[src/rtl/fdb_pkg.sv]
// ---------------------------------------------------------------------------
// fdb_pkg
//   Shared constants and types for the RV32I fetch/decode/branch front end.
//   Contents: opcode constants, the 5-bit ALU operation encoding shared with
//   the ALU, writeback-source constants, the decoded control bundle, and a
//   helper that maps funct3 (+ alternate bit) to an ALU operation.
// ---------------------------------------------------------------------------
package fdb_pkg;

    // Major opcodes (inst[6:0]) understood by this front end.
    localparam logic [6:0] OPC_OP     = 7'h33;
    localparam logic [6:0] OPC_OP_IMM = 7'h13;
    localparam logic [6:0] OPC_LOAD   = 7'h03;
    localparam logic [6:0] OPC_STORE  = 7'h23;
    localparam logic [6:0] OPC_BRANCH = 7'h63;
    localparam logic [6:0] OPC_JAL    = 7'h6F;
    localparam logic [6:0] OPC_JALR   = 7'h67;
    localparam logic [6:0] OPC_LUI    = 7'h37;
    localparam logic [6:0] OPC_AUIPC  = 7'h17;

    // ALU operation encoding, shared with the ALU.
    typedef enum logic [4:0] {
        ALU_ADD   = 5'd0,
        ALU_SUB   = 5'd1,
        ALU_SLL   = 5'd2,
        ALU_SLT   = 5'd3,
        ALU_SLTU  = 5'd4,
        ALU_XOR   = 5'd5,
        ALU_SRL   = 5'd6,
        ALU_SRA   = 5'd7,
        ALU_OR    = 5'd8,
        ALU_AND   = 5'd9,
        ALU_PASSB = 5'd10
    } alu_op_e;

    // Writeback source select.
    localparam logic [1:0] WB_ALU = 2'b00;
    localparam logic [1:0] WB_MEM = 2'b01;
    localparam logic [1:0] WB_PC4 = 2'b10;

    // Decoded control bundle. 'valid' is low for any opcode/funct3 the
    // decoder does not recognise; the top uses it to zero the immediate.
    typedef struct packed {
        logic       valid;
        logic       pc_sel;
        logic       alu_src1;
        logic       alu_src2;
        logic       reg_we;
        logic       mem_we;
        logic [1:0] wb_sel;
        alu_op_e    alu_op;
    } ctrl_t;

    // funct3 -> ALU op for the OP / OP-IMM groups. 'alt' selects SUB over
    // ADD and SRA over SRL (funct7[5] / inst[30]); callers must pass 0 for
    // OP-IMM funct3=000, since there is no "subi".
    function automatic alu_op_e alu_from_funct3(input logic [2:0] funct3,
                                                input logic       alt);
        alu_op_e op;
        case (funct3)
            3'b000:  op = alt ? ALU_SUB : ALU_ADD;
            3'b001:  op = ALU_SLL;
            3'b010:  op = ALU_SLT;
            3'b011:  op = ALU_SLTU;
            3'b100:  op = ALU_XOR;
            3'b101:  op = alt ? ALU_SRA : ALU_SRL;
            3'b110:  op = ALU_OR;
            default: op = ALU_AND;
        endcase
        return op;
    endfunction

endpackage

[src/rtl/fetch_decode_branch_imm_gen.sv]
// ---------------------------------------------------------------------------
// imm_gen
//   Sign-extended immediate generator. Picks the I/S/B/U/J layout from the
//   opcode and reassembles the scattered immediate bits.
//   Ports:
//     inst_i  in  32  instruction word
//     imm_o   out 32  sign-extended immediate (0 for R-type and unknown opcodes)
// ---------------------------------------------------------------------------
module imm_gen
    import fdb_pkg::*;
(
    input  logic [31:0] inst_i,
    output logic [31:0] imm_o
);

    always_comb begin
        // NOTE: every always_comb output gets a default first, so no path
        // through the case can leave it unassigned and infer a latch.
        imm_o = 32'h0;
        case (inst_i[6:0])
            OPC_OP_IMM, OPC_LOAD, OPC_JALR:
                imm_o = {{20{inst_i[31]}}, inst_i[31:20]};
            OPC_STORE:
                imm_o = {{20{inst_i[31]}}, inst_i[31:25], inst_i[11:7]};
            OPC_BRANCH:
                imm_o = {{19{inst_i[31]}}, inst_i[31], inst_i[7],
                         inst_i[30:25], inst_i[11:8], 1'b0};
            OPC_LUI, OPC_AUIPC:
                imm_o = {inst_i[31:12], 12'h000};
            OPC_JAL:
                imm_o = {{11{inst_i[31]}}, inst_i[31], inst_i[19:12],
                         inst_i[20], inst_i[30:21], 1'b0};
            default:
                imm_o = 32'h0;
        endcase
    end

endmodule

[src/rtl/fetch_decode_branch.sv]
// ---------------------------------------------------------------------------
// fetch_decode_branch
//   RV32I single-cycle front end: PC register, instruction decoder and
//   branch comparator. Decode, immediate and BrEq are combinational; only
//   the PC is registered.
//   Ports:
//     clk        in   1   rising-edge clock
//     rst        in   1   synchronous active-high reset
//     inst       in   32  instruction at address pc
//     Addr       in   32  redirect target from the ALU (bits [1:0] ignored)
//     rs1_data   in   32  register file read data 1
//     rs2_data   in   32  register file read data 2
//     pc         out  32  current PC
//     PCSel      out  1   1: next pc = Addr, 0: next pc = pc+4
//     ALUSrc1    out  1   ALU A: 0 = rs1_data, 1 = pc
//     ALUSrc2    out  1   ALU B: 0 = rs2_data, 1 = Imm
//     RegWE      out  1   register file write enable
//     MemWE      out  1   data memory write enable
//     WBSel      out  2   00 = ALU, 01 = memory, 10 = pc+4
//     Imm        out  32  sign-extended immediate
//     ALUop      out  5   ALU operation (fdb_pkg::alu_op_e)
//     rs1/rs2/rd out  5   raw register fields of inst
//     BrEq       out  1   rs1_data == rs2_data
// ---------------------------------------------------------------------------
module fetch_decode_branch
    import fdb_pkg::*;
#(
    parameter logic [31:0] RESET_PC = 32'h0000_0000
) (
    input  logic        clk,
    input  logic        rst,
    input  logic [31:0] inst,
    input  logic [31:0] Addr,
    input  logic [31:0] rs1_data,
    input  logic [31:0] rs2_data,
    output logic [31:0] pc,
    output logic        PCSel,
    output logic        ALUSrc1,
    output logic        ALUSrc2,
    output logic        RegWE,
    output logic        MemWE,
    output logic [1:0]  WBSel,
    output logic [31:0] Imm,
    output logic [4:0]  ALUop,
    output logic [4:0]  rs1,
    output logic [4:0]  rs2,
    output logic [4:0]  rd,
    output logic        BrEq
);

    logic [6:0]  opcode;
    logic [2:0]  funct3;
    logic        funct7_b5;
    logic [31:0] imm_raw;
    logic [31:0] pc_q;
    logic [31:0] pc_d;
    ctrl_t       ctrl;

    assign opcode    = inst[6:0];
    assign funct3    = inst[14:12];
    assign funct7_b5 = inst[30];

    // Register fields are passed through untouched for every format.
    assign rs1 = inst[19:15];
    assign rs2 = inst[24:20];
    assign rd  = inst[11:7];

    assign BrEq = (rs1_data == rs2_data);

    imm_gen u_imm_gen (
        .inst_i (inst),
        .imm_o  (imm_raw)
    );

    // ---------------------------------------------------------------------
    // Decoder. The default is the "unknown instruction" bundle: everything
    // off, ALU_ADD, and valid=0. Recognised encodings override it.
    // ---------------------------------------------------------------------
    always_comb begin
        ctrl        = '0;
        ctrl.alu_op = ALU_ADD;
        ctrl.wb_sel = WB_ALU;

        case (opcode)
            OPC_OP: begin
                ctrl.valid  = 1'b1;
                ctrl.reg_we = 1'b1;
                ctrl.alu_op = alu_from_funct3(funct3, funct7_b5);
            end
            OPC_OP_IMM: begin
                ctrl.valid    = 1'b1;
                ctrl.reg_we   = 1'b1;
                ctrl.alu_src2 = 1'b1;
                // inst[30] is immediate data for addi, only an op selector
                // for the shift-right group.
                ctrl.alu_op   = alu_from_funct3(funct3,
                                                (funct3 == 3'b101) && funct7_b5);
            end
            OPC_LOAD: begin
                if (funct3 == 3'b010) begin
                    ctrl.valid    = 1'b1;
                    ctrl.reg_we   = 1'b1;
                    ctrl.alu_src2 = 1'b1;
                    ctrl.wb_sel   = WB_MEM;
                end
            end
            OPC_STORE: begin
                if (funct3 == 3'b010) begin
                    ctrl.valid    = 1'b1;
                    ctrl.mem_we   = 1'b1;
                    ctrl.alu_src2 = 1'b1;
                end
            end
            OPC_BRANCH: begin
                if (funct3 == 3'b000 || funct3 == 3'b001) begin
                    ctrl.valid    = 1'b1;
                    ctrl.alu_src1 = 1'b1;
                    ctrl.alu_src2 = 1'b1;
                    // funct3[0] = 0: beq, 1: bne.
                    ctrl.pc_sel   = funct3[0] ? !BrEq : BrEq;
                end
            end
            OPC_JAL: begin
                ctrl.valid    = 1'b1;
                ctrl.alu_src1 = 1'b1;
                ctrl.alu_src2 = 1'b1;
                ctrl.pc_sel   = 1'b1;
                ctrl.reg_we   = 1'b1;
                ctrl.wb_sel   = WB_PC4;
            end
            OPC_JALR: begin
                if (funct3 == 3'b000) begin
                    ctrl.valid    = 1'b1;
                    ctrl.alu_src2 = 1'b1;
                    ctrl.pc_sel   = 1'b1;
                    ctrl.reg_we   = 1'b1;
                    ctrl.wb_sel   = WB_PC4;
                end
            end
            OPC_LUI: begin
                ctrl.valid    = 1'b1;
                ctrl.alu_src2 = 1'b1;
                ctrl.reg_we   = 1'b1;
                ctrl.alu_op   = ALU_PASSB;
            end
            OPC_AUIPC: begin
                ctrl.valid    = 1'b1;
                ctrl.alu_src1 = 1'b1;
                ctrl.alu_src2 = 1'b1;
                ctrl.reg_we   = 1'b1;
            end
            default: ;
        endcase
    end

    // Side-effecting controls are suppressed during reset so nothing is
    // written and no redirect competes with the reset PC.
    assign PCSel   = ctrl.pc_sel & ~rst;
    assign RegWE   = ctrl.reg_we & ~rst;
    assign MemWE   = ctrl.mem_we & ~rst;
    assign ALUSrc1 = ctrl.alu_src1;
    assign ALUSrc2 = ctrl.alu_src2;
    assign WBSel   = ctrl.wb_sel;
    assign ALUop   = ctrl.alu_op;
    assign Imm     = ctrl.valid ? imm_raw : 32'h0;

    // ---------------------------------------------------------------------
    // PC register. Redirect targets are forced word-aligned; the +4 path
    // wraps naturally in 32 bits.
    // ---------------------------------------------------------------------
    assign pc_d = PCSel ? (Addr & ~32'h3) : (pc_q + 32'd4);

    always_ff @(posedge clk) begin
        // NOTE: sequential state uses non-blocking assignments; reset is
        // sampled on the clock edge, so it lives inside the clocked branch.
        if (rst) begin
            pc_q <= RESET_PC;
        end else begin
            pc_q <= pc_d;
        end
    end

    assign pc = pc_q;

endmodule

[config.mk]
export PLATFORM = sky130hd
export DESIGN_NAME = fetch_decode_branch
export DESIGN_NICKNAME = d
export VERILOG_FILES = /design/src/rtl/fdb_pkg.sv /design/src/rtl/fetch_decode_branch_imm_gen.sv /design/src/rtl/fetch_decode_branch.sv
export SDC_FILE = /design/constraint.sdc
export NUM_CORES = 1
export LEC_CHECK = 0
export ABC_AREA = 1
export CORE_MARGIN = 2
export CORE_UTILIZATION = 37
export DETAILED_ROUTE_END_ITERATION = 10
export GPL_TIMING_DRIVEN = 0
export PLACE_DENSITY = 0.81
export SYNTH_ARGS = -nofsm -noshare
export SYNTH_HDL_FRONTEND = slang
export SYNTH_SLANG_ARGS = --single-unit
[constraint.sdc]
create_clock -name clk -period 2.48 [get_ports clk]
set_input_delay 0.496 -clock clk [delete_from_list [all_inputs] [get_ports clk]]
set_output_delay 0.496 -clock clk [all_outputs]
set_load 0.1 [all_outputs]
==> impl_summary.md, run 1 <==
Die
In this run the horizontal extent of the chip is 98.2 µm. In this run the vertical extent of the chip is ~98 µm. During I/O placement, the number of pins put on the boundary was approximately 220. The placeable core region is around 8700 µm². The starting density of the core is 37.8%. The die covers 9640 µm². The count of standard-cell rows is 34.

Placement
The total placed instance area is 5920 µm². Routability-driven placement finished with a final weighted congestion of between 0.9 and 1. The count of port buffers added during placement is 216.

The detailed placer's ending HPWL is around 11,000 µm.

Routing
The detail route stage leaves a number of antenna-violating nets equal to 0. The total wirelength of the detailed-routed design is ~19,000 µm. Across all layers, the routed design uses 5,332 vias. Using the TritonRoute via totals, the vias-per-cell ratio works out to around 5.6.

For this run, design rule violations remaining after detail routing come to 0. The first TritonRoute pass finished after 8 iterations. The detailed router finished its first iteration with 420 violations. The average wire per standard cell is 19.4 µm.

Clock tree
Clock latency on the worst-skew pair, taken at its later pin, is roughly 0.30 ns. The post-CTS clock slew at the launch and capture registers of the worst setup and hold paths is around 0.070 ns. CTS placed an instance of clkbuf_8 at the clock tree root. Counting every sink on the clock net gives 30. In this run, CTS created clock tree buffers numbering 5. TritonCTS built the clock tree. The number of hold buffers added after CTS was 0. Counting along the longest clock path gives a buffer depth of 2.

The number of H-tree levels is 2.

Global routing
The global routing stage identified its most utilized layer as met2. The number of antenna violations at the first check in global routing was 1. The global routing met2 resource utilization is between 60% and 70%. Entering global routing, the biggest net connects 11 pins. The first global-routing pass estimated 25,200 µm of wire. For this run, the total global-route usage over all layers was measured as ~32%. The number of global-route vias before repair is about 5,100. The met1 demand-to-capacity share in global routing is 32.4%. For met3 alone, demand over resource in global routing was 5.30%. Summed over all layers, the global routing overflow is 0.

Worst hold path
The source of the worst hold timing path is pc[2]$_SDFF_PP0_. The tightest min-delay check is of the flop to flop type.

Final layout
Cells with a size suffix above 1 make up 36.0% of the layout. The final cell utilization of the core is approximately 84%. The area growth from synthesis to layout is 121%. After the last flow step, the layout net total stands at between 900 and 1,000.

With fillers left out, the area of the finished cells amounts to 7260 µm². The number of flip-flops in the largest register is 30.

Critical path
The worst setup path is of the input pin to output pin kind. In this run the critical register-to-register path is launched from pc[3]$_SDFF_PP0_. In this design, the stage delay of the slowest critical-path cell is 0.20 ns. The kind of cell adding the most delay to the critical path is buffers and inverters.

For this design, the slowest cell found on the critical path is buf_12. The critical path goes through buf_6, nor2_4, nand2_4, nor2_4, inv_2, nor2_4, nor3_4, buf_12, buf_4, buf_8, nor3_4, buf_12. The startpoint of the worst setup timing path is inst[4].

The startpoint type of the worst setup path is an input pin. Data arrives at the worst endpoint at ~2.2 ns. Of all nets on the critical path, the largest fanout is 7.

The data required time at the worst endpoint is 1.98 ns. The kind of end point of the critical path is an output pin. The cell occurring most often along the worst timing path is nor2_4. Together, buffers and inverters on the worst path number 6.

Logic synthesis
The number of warning messages in the yosys log is 0. By area the synthesized netlist is led by dfxtp_1, nand2_1, nor2_1. The part of the Yosys area used for sequential elements is a little under a fifth. Counting instances in the post-synthesis netlist gives the leading cell types as nand2_1, nor2_1, inv_1, dfxtp_1, o21ai_1. The number of flops mapped to enable cells by yosys is 0. The cell with the most instances after synthesis is nand2_1. In the synthesized netlist the dominant register cell turns out to be dfxtp_1. Yosys mapped the design onto 35 distinct sky130hd cell types.

In this run the mean area of a mapped cell was 5.74 µm². The largest area contributor in the synthesized netlist is dfxtp_1. Synthesis handed over a netlist of about 570 instances. The post-synthesis register bit count is 30. After synthesis the cells add up to 3280 µm².

Of the post-synthesis cell area, the dominant cell type holds a little under a fifth. Of all flip-flops after synthesis, the portion carrying an async set or reset was 0%.

Power and ir drop
The leakage power summed over all cells is between 3 and 4 nW. The maximum VDD drop is 213 µV. Dividing total power by cell area gives a power density of 234 nW/µm².

The overall power of the completed layout is 0.00170 W.

Timing
The slew of the pin with the lowest slew margin is 1.02 ns. The final-report setup violation count is 34. Headroom to the max-slew limit came out at between 30% and 40%. The fraction of the cycle the final worst path needs is 108%. The count of final hold-check violations came to 0.

The upper clock frequency limit is 372 MHz. After layout, the minimum clock period comes to 2.69 ns. The max-slew violation count came to 0. Setup repair after global routing could not meet its margin everywhere. The clock arrives with 0.0109 ns of skew. Once routing completed, OpenROAD measured the worst setup slack at -0.206 ns.

Run status
The flow ran to the end, but the final reports show violations. The final reports fail on setup timing.

Run
The max-capacitance violation count is 0.
==> stage by stage <==
| stage | TNS [ns] | hold slack [ns] | cells | setup WS (ns) |
|---|---|---|---|---|
| floorplan | -10.36 | 0.606 | 574 | -0.696 |
| global placement | -73.36 | 0.557 | 898 | -1.80 |
| detailed placement | -77.73 | 0.562 | 898 | -1.88 |
| CTS | -0.542 | 0.569 | 944 | -0.0814 |
| global route | -8.75 | 0.616 | 959 | -0.323 |
| finish | -4.82 | 0.587 | 959 | -0.206 |
==> logic make-up (layout without fill, tap and decap cells) <==
logic type / after synthesis / in the layout / share of synthesized area, %
flops: 30 / 30 / 18.3
other cells: 1 / 4 / 0.114
fa+ha+maj: 1 / 1 / 0.381
xor+xnor: 46 / 46 / 12.3
buf+inv: 104 / 379 / 15.1
simple gates: 323 / 323 / 42.4
compound gates: 67 / 68 / 11.4
==> path summary, 6_finish.rpt <==
check                            to  slack (ns)  cells past startpoint
setup / recovery            Imm[10]       -0.21                     12
setup reg to reg  pc[26]$_SDFF_PP0_        0.24                      9
hold reg to reg    pc[2]$_SDFF_PP0_        0.59                      3
hold / removal     pc[2]$_SDFF_PP0_        0.59                      3
==> routing by layer <==
metal | share of wire, % | vias up | routed length [µm]
met5 | 0 | - | 0
met3 | 7.9 | 142 | 1480
met4 | 8.8 | 0 | 1640
met2 | 51 | 398 | 9460
li1 | - | 2322 | -
met1 | 32 | 2470 | 6000
==> worst min-delay path: cells and delay by family, from the launching register on <==
kind,cells,cell delay (ns)
flip-flops,1,0.34
AND/OR/NAND/NOR,2,0.13
buffers and inverters,1,0.08
==> layout by cell type, fill, tap and decap left out, types with 4 or more instances in the layout <==
cell type        count
a21oi_2              4
a21oi_4              9
a22oi_2              4
buf_12              38
buf_2                6
buf_4               61
buf_6               14
buf_8                6
clkbuf_2            10
clkbuf_4             4
clkbuf_8             6
clkdlybuf4s15_1     19
clkdlybuf4s15_2      4
clkdlybuf4s50_1     80
clkinvlp_4          10
dfxtp_1             28
dlygate4sd2_1       48
inv_1               50
inv_2               10
nand2_1            117
nand2_2             18
nand2_4              9
nand3_1              9
nand4_1              7
nor2_1              88
nor2_2              16
nor2_4              26
nor3_1              12
nor3_4               5
nor3b_4              5
o21ai_0              7
o21ai_1             29
xnor2_1             14
xnor2_2             13
xor2_1              19
==> repair_timing <==
| item | CTS | global route |
|---|---|---|
| endpoints found under the setup margin | 59 | 76 |
| gates resized for setup | 577 | 110 |
| pin swaps | 93 | 53 |
| cloned | 4 | 1 |
| buffers inserted | 34 | 16 |
==> area by class of cell <==
class	instances	area, µm²
diodes	1	2.50
plain buffers	30	253
well taps	108	135
inverters	72	314
fillers	461	1420
multi-input cells	441	2950
flip-flops and latches	30	603
repair buffers	269	2910
clock inverters	2	12.5
clock buffers	6	82.6
==> where the power goes <==
group          total [W]  internal (W)  switching, W  leakage, nW
clock           0.000430      0.000223      0.000207       0.0472
combinational   0.000769      0.000319      0.000450         2.96
sequential      0.000503      0.000491     0.0000118        0.243
No activity file was read; power rests on OpenSTA's default activity.
==> inputs of run 2 (changes only) <==
--- a/config.mk
+++ b/config.mk
@@ -10,7 +10,7 @@
 export CORE_UTILIZATION = 37
 export DETAILED_ROUTE_END_ITERATION = 10
 export GPL_TIMING_DRIVEN = 0
-export PLACE_DENSITY = 0.81
+export PLACE_DENSITY = 0.83
 export SYNTH_ARGS = -nofsm -noshare
 export SYNTH_HDL_FRONTEND = slang
 export SYNTH_SLANG_ARGS = --single-unit
==> run 2 against run 1 <==
Against the previous run:
- the flow still finishes with violations (setup timing)
- worst hold slack better by 0.11 ns
- utilization down 4.2 points
- die area unchanged
- first-iteration DRC count down 15%
- via count down 3.2%
- fmax up 1.3%
- sequential share of layout area up 0.44 points
- critical path type unchanged
- highest routed layer unchanged
==> impl_summary.md, run 2 (synthesis gave the netlist of run 1 again) <==
Critical path
The number of buffers and inverters on the critical path is 4. STA puts the critical path data arrival time at between 2 and 2.5 ns. The kind of cell adding the most delay to the critical path is simple AND/OR/NAND/NOR gates. The longest individual stage delay on the worst path is 0.28 ns. The kind of critical path is input pin to output pin. The critical path goes through buf_8, nand2_8, nor2_4, nand2_2, nor2_2, nand2_2, nand3_4, nor3_4, buf_12, buf_4, nor3b_4, buf_12. The worst setup path is captured at an output pin. The highest net fanout along the worst path is 8. The worst setup path is launched from an input pin.

The largest individual stage delay along the critical path comes from the cell nor3b_4. For the worst setup path, the data required time is 1.98 ns.

Routing
The post-route met1 wirelength is approximately 5800 µm. Summing over every cut layer, the via total after detailed routing is 5,161. The routed design uses 1520 µm of met3 wire. The number of design rule violations left after detail routing is 0.

The final layout contains routed wiring with a total length of 18,200 µm. The routed wire length on met2 is 9380 µm. In the final routed layout, each cell accounts on average for 19.2 µm. The highest routed metal layer is met4. The number of antenna-violating nets in the routed design is 0. After the first detailed-routing iteration, the DRC count stood at about 360. The number of search-and-repair iterations in the first detailed-routing pass is 6.

Dividing the detail-routed via count by the number of cells gives 5.46.

Placement
The weighted congestion reported at the end of routability-driven placement is 0.948. The detailed placer's ending HPWL is 10,400 µm. The count of port buffers added during placement is 216. Once placement finished, the instance area stood at 5920 µm².

Timing
The fraction of the cycle the final worst path needs is 107%. Setup repair after global routing could not meet its margin everywhere. The summed negative setup slack over all endpoints is -3.56 ns. Once routing completed, OpenROAD measured the worst setup slack at -0.172 ns. The routed design could run at a clock period as short as between 2 and 3 ns. The count of final hold-check violations was 0.

The largest clock skew in the final design is between 0.015 and 0.02 ns. The slew of the pin with the lowest slew margin is 1.01 ns. The worst hold slack across all endpoints is ~0.70 ns. The upper clock frequency limit is between 300 and 400 MHz. In this run the tightest slew margin relative to its limit is about a third. The max-slew violation count is 0. Setup violations remaining at the end of the flow were counted as 32.

Clock tree
CTS saw 30 sinks. The cell sitting at the root of the clock tree is a clkbuf_8. The number of H-tree levels is 2.

The CTS tree is done. The clock passes through at most 2 buffers. The post-CTS clock slew at the launch and capture registers of the worst setup and hold paths is roughly 0.06 ns. The clock insertion delay at the later pin of the skew report is around 0.30 ns. The number of buffers created by CTS is 5. For this design, the CTS-stage hold fixing added 0 buffers.

Die
The die outline area is 9640 µm². The top-level port count is around 220. The placeable core region is a little under 9000 µm². The die extent in x is 98.2 µm. In this run the core area contains 34 standard-cell rows. In this run the vertical extent of the chip is slightly below 100 µm. Once the floorplan was initialized, standard cells occupied 37.8% of the core.

Final layout
Leaving out fill and tap cells, the most frequent cell in the layout is nand2_1. In the layout the commonest cells are nand2_1, nor2_1, clkdlybuf4s50_1, buf_4, clkbuf_2. The number of antenna diodes in the final layout is 0. The number of nets at the end of the flow is about 970.

The summed area of non-filler cells in the final layout is 6900 µm². The number of fill cells in the layout is 508. Compared with the post-synthesis result, the final layout area differs by 110%.

The post-route netlist has between 40% and 50% of its cells at a drive strength greater than 1. The number of flip-flops in the largest register is 30.

Global routing
The number of antenna violations at the first check in global routing is 0. The first global-routing pass estimated around 26,000 µm of wire. The maximum number of pins on one net before global-route repair is 11.

The number of global-route vias before repair was 5,110. Summed over all layers, the global routing overflow is 0. The aggregate global-route resource usage is 33.3%.

Power and ir drop
The switching power share of the total is between 40 and 50%. Power spread over the standard cell area amounts to 245 nW/µm². The relative contribution of the clock network to total power is 26.1%. The switching power of the nets is between 0.0006 and 0.0007 W.

The sequential cell fraction of total power is 29.7%. In this run the static leakage power is a little over 3 nW. The internal portion of total power is 0.00101 W.

The maximum VDD drop is 193 µV. The combinational group share of total power is between 40% and 50%. The overall power of the completed layout is about 0.0017 W.

Run status
The flow ran to the end, but the final reports show violations. The final reports fail on setup timing.

Worst hold path
The worst hold path class is flop to flop.

Run
The tool flagged a number of max-cap violations equal to 0.
## run 2: cell count changes in the layout (fill, tap and decap cells not counted), sizes merged
cell / before / now
dlygate4sd2: 48 / 4
clkbuf: 24 / 67
clkdlybuf4s15: 23 / 12
buf: 127 / 125
clkdlybuf4s50: 80 / 82
dlymetal6s2s: 3 / 1
clkdlybuf4s18: 0 / 1
diode: 1 / 0
## run 2: final timing paths
| check | from | to | slack (ns) | cells after the start |
|---|---|---|---|---|
| setup / recovery | inst[1] | Imm[6] | -0.17 | 12 |
| hold / removal | pc[12]$_SDFF_PP0_ | pc[12]$_SDFF_PP0_ | 0.70 | 3 |
| setup reg to reg | pc[2]$_SDFF_PP0_ | pc[28]$_SDFF_PP0_ | 0.25 | 9 |
| hold reg to reg | pc[12]$_SDFF_PP0_ | pc[12]$_SDFF_PP0_ | 0.70 | 3 |
## run 2: layout make-up
type | instances | area (µm²) | area share (%)
clock inverter | 2 | 12.5 | 0.181
sequential | 30 | 603 | 8.74
timing repair buffer | 254 | 2550 | 37.0
tap | 108 | 135 | 1.96
buffer | 32 | 285 | 4.13
inverter | 72 | 314 | 4.55
clock buffer | 6 | 82.6 | 1.20
multi-input combinational | 441 | 2920 | 42.2
## run 2: through the flow
stage	util [%]	instances	setup slack, ns
floorplan	-	574	-0.696
global placement	68.3	898	-1.81
detailed placement	68.3	898	-1.88
CTS	79.4	936	-0.103
global route	79.5	945	-0.223
finish	79.5	945	-0.172
## run 2: timing repair
item	4_1_cts	5_1_grt
gates cloned	4	1
resized for setup	576	175
setup endpoints to repair	59	68
pin swaps	80	108
buffers inserted	26	10
## run 2: routing by layer
metal	vias up	track usage (%)
met5	-	0
li1	2295	-
met2	406	65.6
met4	0	17.6
met3	146	5.94
met1	2314	32.6
## run 2: worst min-delay path: cells and delay by family, from the launching register on
kind	cells	cell delay [ns]
flip-flops	1	0.35
AO/OA/AOI/OAI	1	0.08
AND/OR/NAND/NOR	1	0.07
XOR/XNOR	1	0.17
## run 2: power groups by stage
stage                     Clock, W  Sequential, W  Combinational (W)
after floorplan                  0       0.000571           0.000311
after global placement           0       0.000511           0.000665
after detailed placement         0       0.000511           0.000676
after CTS                 0.000421       0.000501           0.000706
after global routing      0.000455       0.000503           0.000779
final                     0.000441       0.000503           0.000747
==> inputs of run 3 (changes only) <==
--- a/config.mk
+++ b/config.mk
@@ -7,10 +7,12 @@
 export LEC_CHECK = 0
 export ABC_AREA = 1
 export CORE_MARGIN = 2
-export CORE_UTILIZATION = 37
+export CORE_UTILIZATION = 40
 export DETAILED_ROUTE_END_ITERATION = 10
 export GPL_TIMING_DRIVEN = 0
 export PLACE_DENSITY = 0.83
+export SKIP_CTS_REPAIR_TIMING = 1
 export SYNTH_ARGS = -nofsm -noshare
 export SYNTH_HDL_FRONTEND = slang
+export SYNTH_HIERARCHICAL = 1
 export SYNTH_SLANG_ARGS = --single-unit
==> run 3 against run 2 <==
Against the previous run:
- the flow still finishes with violations (setup timing)
- combinational power barely moved
- utilization increased by 0.16 points
- largest power group unchanged
- first-iteration DRC count shrank 35%
- global-route usage decreased by 8.7 points
- fmax decreased by 1.4%
- count of clock-buffer cells in the layout is 2 higher
- sequential power fell by 2%
- clock skew fell by 0.011 ns
- design area up 12%
- critical endpoint is now Imm[14]
==> impl_summary.md, run 3 <==
Clock tree
For the worst-skew pair, the clock arrives at the later sink with an insertion delay of about 0.29 ns. The number of buffers created by CTS is 5. CTS placed an instance of clkbuf_8 at the clock tree root. Clock tree synthesis found a total of 30 sinks. After clock tree synthesis, the clock-pin slew on the worst setup and hold paths is 0.07 ns.

The H-tree generated during clock tree synthesis spans 2 levels. No sink is reached through more buffers than the 2 on the longest clock path. TritonCTS built the clock tree.

Timing
The largest clock skew in the final design is 0.00827 ns. The post-layout minimum cycle time is 2.69 ns. The final-report setup violation count is 33. At the pin with the least slew margin, the transition time is roughly 1 ns. The headroom to the max-slew limit is 32.7%.

The max-slew violation count is 0. The count of final hold-check violations is 0. The setup slack of the critical path after layout is -0.210 ns. For this run, the top clock speed supported by timing is ~370 MHz. After layout, the worst path uses 108% of the clock period. Setup repair after global routing could not meet its margin everywhere.

Run status
The checks that failed: setup timing. The flow ran to the end, but the final reports show violations.

Final layout
For this run, the post-layout net count is 1,114. For this run, the share of the core covered by cells in the final layout is 79.7%. Registers take 603 µm².

Relative to the synthesized area, the layout overhead comes to 94.9%. The multi-input combinational cell area is 3150 µm². The library cells used most frequently in the layout, excluding fill and tap cells, are nand2_1, inv_1, nor2_1, clkdlybuf4s50_1, dlymetal6s2s_1. The number of fill cells in the layout is 656. The library cell used most frequently in the layout, excluding fill and tap cells, is nand2_1.

The number of flip-flops in the largest register is 30. The ratio of cells with drive above 1 in the final layout is roughly 25%.

Logic synthesis
The cell with the most instances after synthesis is nand2_1. By count the netlist is led by nand2_1, nor2_1, inv_1, nand3_1, dfxtp_1. Synthesis instantiated 34 different standard cells from the library. The top cell type's share of synthesized area is 21.5%. Of the synthesized area, sequential elements account for 15.2%. The mapped netlist covers 3960 µm². By area the synthesized netlist is led by nand2_1, dfxtp_1, nor2_1. The largest area contributor in the synthesized netlist is nand2_1.

The dominant register cell in the synthesized netlist is dfxtp_1. The average cell area after synthesis is 5.38 µm². The number of instances in the synthesized netlist is approximately 740.

The fraction of registers with async set/reset is 0%. After synthesis the netlist holds a flip-flop and latch count of 30. The number of flops mapped to enable cells by yosys is 0.

For this run, the number of Yosys warnings is 6.

Power and ir drop
The analysis attributes to cell leakage a power of 4.11 nW. The power density over the cells is 220 nW/µm². The maximum VDD drop is 181 µV.

Total power for the finished layout comes to 0.00170 W.

Global routing
The aggregate global routing overflow is 0. Global routing consumed, over all layers together, 24.6% of the routing resources. The number of antenna violations at the first check in global routing is 1. The first global-routing pass estimated between 20,000 and 25,000 µm of wire.

The number of global-route vias before repair is between 4,000 and 5,000. Entering global routing, the biggest net connects 11 pins.

Critical path
The kind of critical path is input pin to output pin. The cell type of the slowest stage on the worst timing path is nor4_4. The worst setup path is launched from an input pin. The worst register-to-register path begins at pc[2]$_SDFF_PP0_. Across all register-to-register paths, the minimum setup slack is 0.55 ns. Walking the worst path, the cells encountered are buf_12, nand2_4, nor3_4, inv_2, nor4_4, nor2_1, nand4_1, nor2_4, buf_12, buf_16, nor2_4, buf_12. In this design, the largest share of critical-path delay is due to simple AND/OR/NAND/NOR gates. The data required time at the worst endpoint is 1.98 ns. The longest individual stage delay on the worst path is 0.27 ns. The startpoint of the worst setup timing path is inst[0]. STA puts the critical path data arrival time at approximately 2.2 ns. The worst-case reg-to-reg path depth is 12. The worst flop-to-flop path endpoint is pc[22]$_SDFF_PP0_. Among the stages of the critical path, the cell type that occurs most often is buf_12. The end point of the critical path is Imm[14]. The critical path contains buffers and inverters numbering 5 combined. Along the worst path, the maximum fanout reaches 5.

The cell count along the critical path is 12. The kind of end point of the critical path is an output pin.

Routing
The detail route stage leaves a number of antenna-violating nets equal to 0. Across all layers, the routed design uses 5,360 vias. The average wire per standard cell is 13.9 µm. The violation count after the first detailed-routing iteration is between 200 and 250. After detailed routing, the number of remaining DRC violations is 0.

Wires add up to 15,500 µm. The number of search-and-repair iterations in the first detailed-routing pass is 5. In the routed layout, each cell is associated on average with a via count of 4.79.

Placement
The count of port buffers added during placement is 216. The detailed placer's ending HPWL is ~11,000 µm. At the end of routability-driven placement, the weighted congestion stood at 0.883.

Die
The total area inside the core boundary comes to 9680 µm². The die covers 10,700 µm². Pin placement for this block handled around 220 I/O pins.

The die height is between 100 and 150 µm. The die extent in x is 103 µm. The count of standard-cell rows is 36. For this configuration, the core starts out at a cell density of 40.9%.

Run
The max-capacitance violation count is 0.

Worst hold path
The worst hold path class is flop to flop.
-- run 3: cell type report --
type | count | share of cell area, %
well taps | 133 | 2.16
diodes | 2 | 0.0649
flip-flops and latches | 30 | 7.81
repair buffers | 238 | 37.0
clock buffers | 8 | 1.43
plain buffers | 34 | 4.02
multi-input cells | 547 | 40.9
inverters | 127 | 6.63
-- run 3: how the worst min path moves through the flow --
stage                           from               end  slack [ns]  cells after the start
floorplan                    Addr[3]  pc[3]$_SDFF_PP0_        0.61                      2
global placement    pc[2]$_SDFF_PP0_  pc[2]$_SDFF_PP0_        0.57                      3
detailed placement  pc[2]$_SDFF_PP0_  pc[2]$_SDFF_PP0_        0.57                      3
CTS                 pc[2]$_SDFF_PP0_  pc[2]$_SDFF_PP0_        0.58                      3
global route        pc[2]$_SDFF_PP0_  pc[2]$_SDFF_PP0_        0.63                      3
finish              pc[2]$_SDFF_PP0_  pc[2]$_SDFF_PP0_        0.58                      3
-- run 3: tightest hold or removal path, cell delays in order (launching register included) --
cell,delay [ns]
dfxtp_2,0.35
inv_1,0.08
nand3_1,0.08
nand2_1,0.04
-- run 3: kinds of logic after synthesis --
group,count (synthesis),synth area share (%)
AND/OR/NAND/NOR,469,52.1
buffers and inverters,161,18.6
XOR/XNOR,44,9.73
AO/OA/AOI/OAI,30,4.08
flip-flops,30,15.2
adder cells (fa/ha/maj),1,0.316
other,1,0.0947
-- run 3: metrics by stage --
stage | hold slack [ns] | setup slack [ns] | setup TNS [ns] | instance area (µm²) | cells
detailed placement | 0.567 | -1.68 | -76.12 | 6700 | 1087
finish | 0.583 | -0.210 | -5.05 | 7720 | 1119
global route | 0.628 | -0.274 | -7.41 | 7710 | 1118
CTS | 0.582 | -1.69 | -71.28 | 6810 | 1095
floorplan | 0.606 | -0.872 | -29.52 | 4380 | 738
global placement | 0.572 | -1.68 | -74.83 | 6700 | 1087
-- run 3: per-layer routing --
layer	vias to the layer above	GRT usage [%]	share of wire [%]
li1	2685	-	-
met1	2420	28.1	37
met2	225	46.7	54
met3	30	4.30	6.9
met4	0	6.58	2.2
met5	-	0	0
-- run 3: report_power, final --
part	total [W]	leakage [nW]	internal, W	switching (W)
sequential	0.000491	0.243	0.000487	0.00000376
clock	0.000464	0.0575	0.000280	0.000184
combinational	0.000745	3.81	0.000324	0.000422
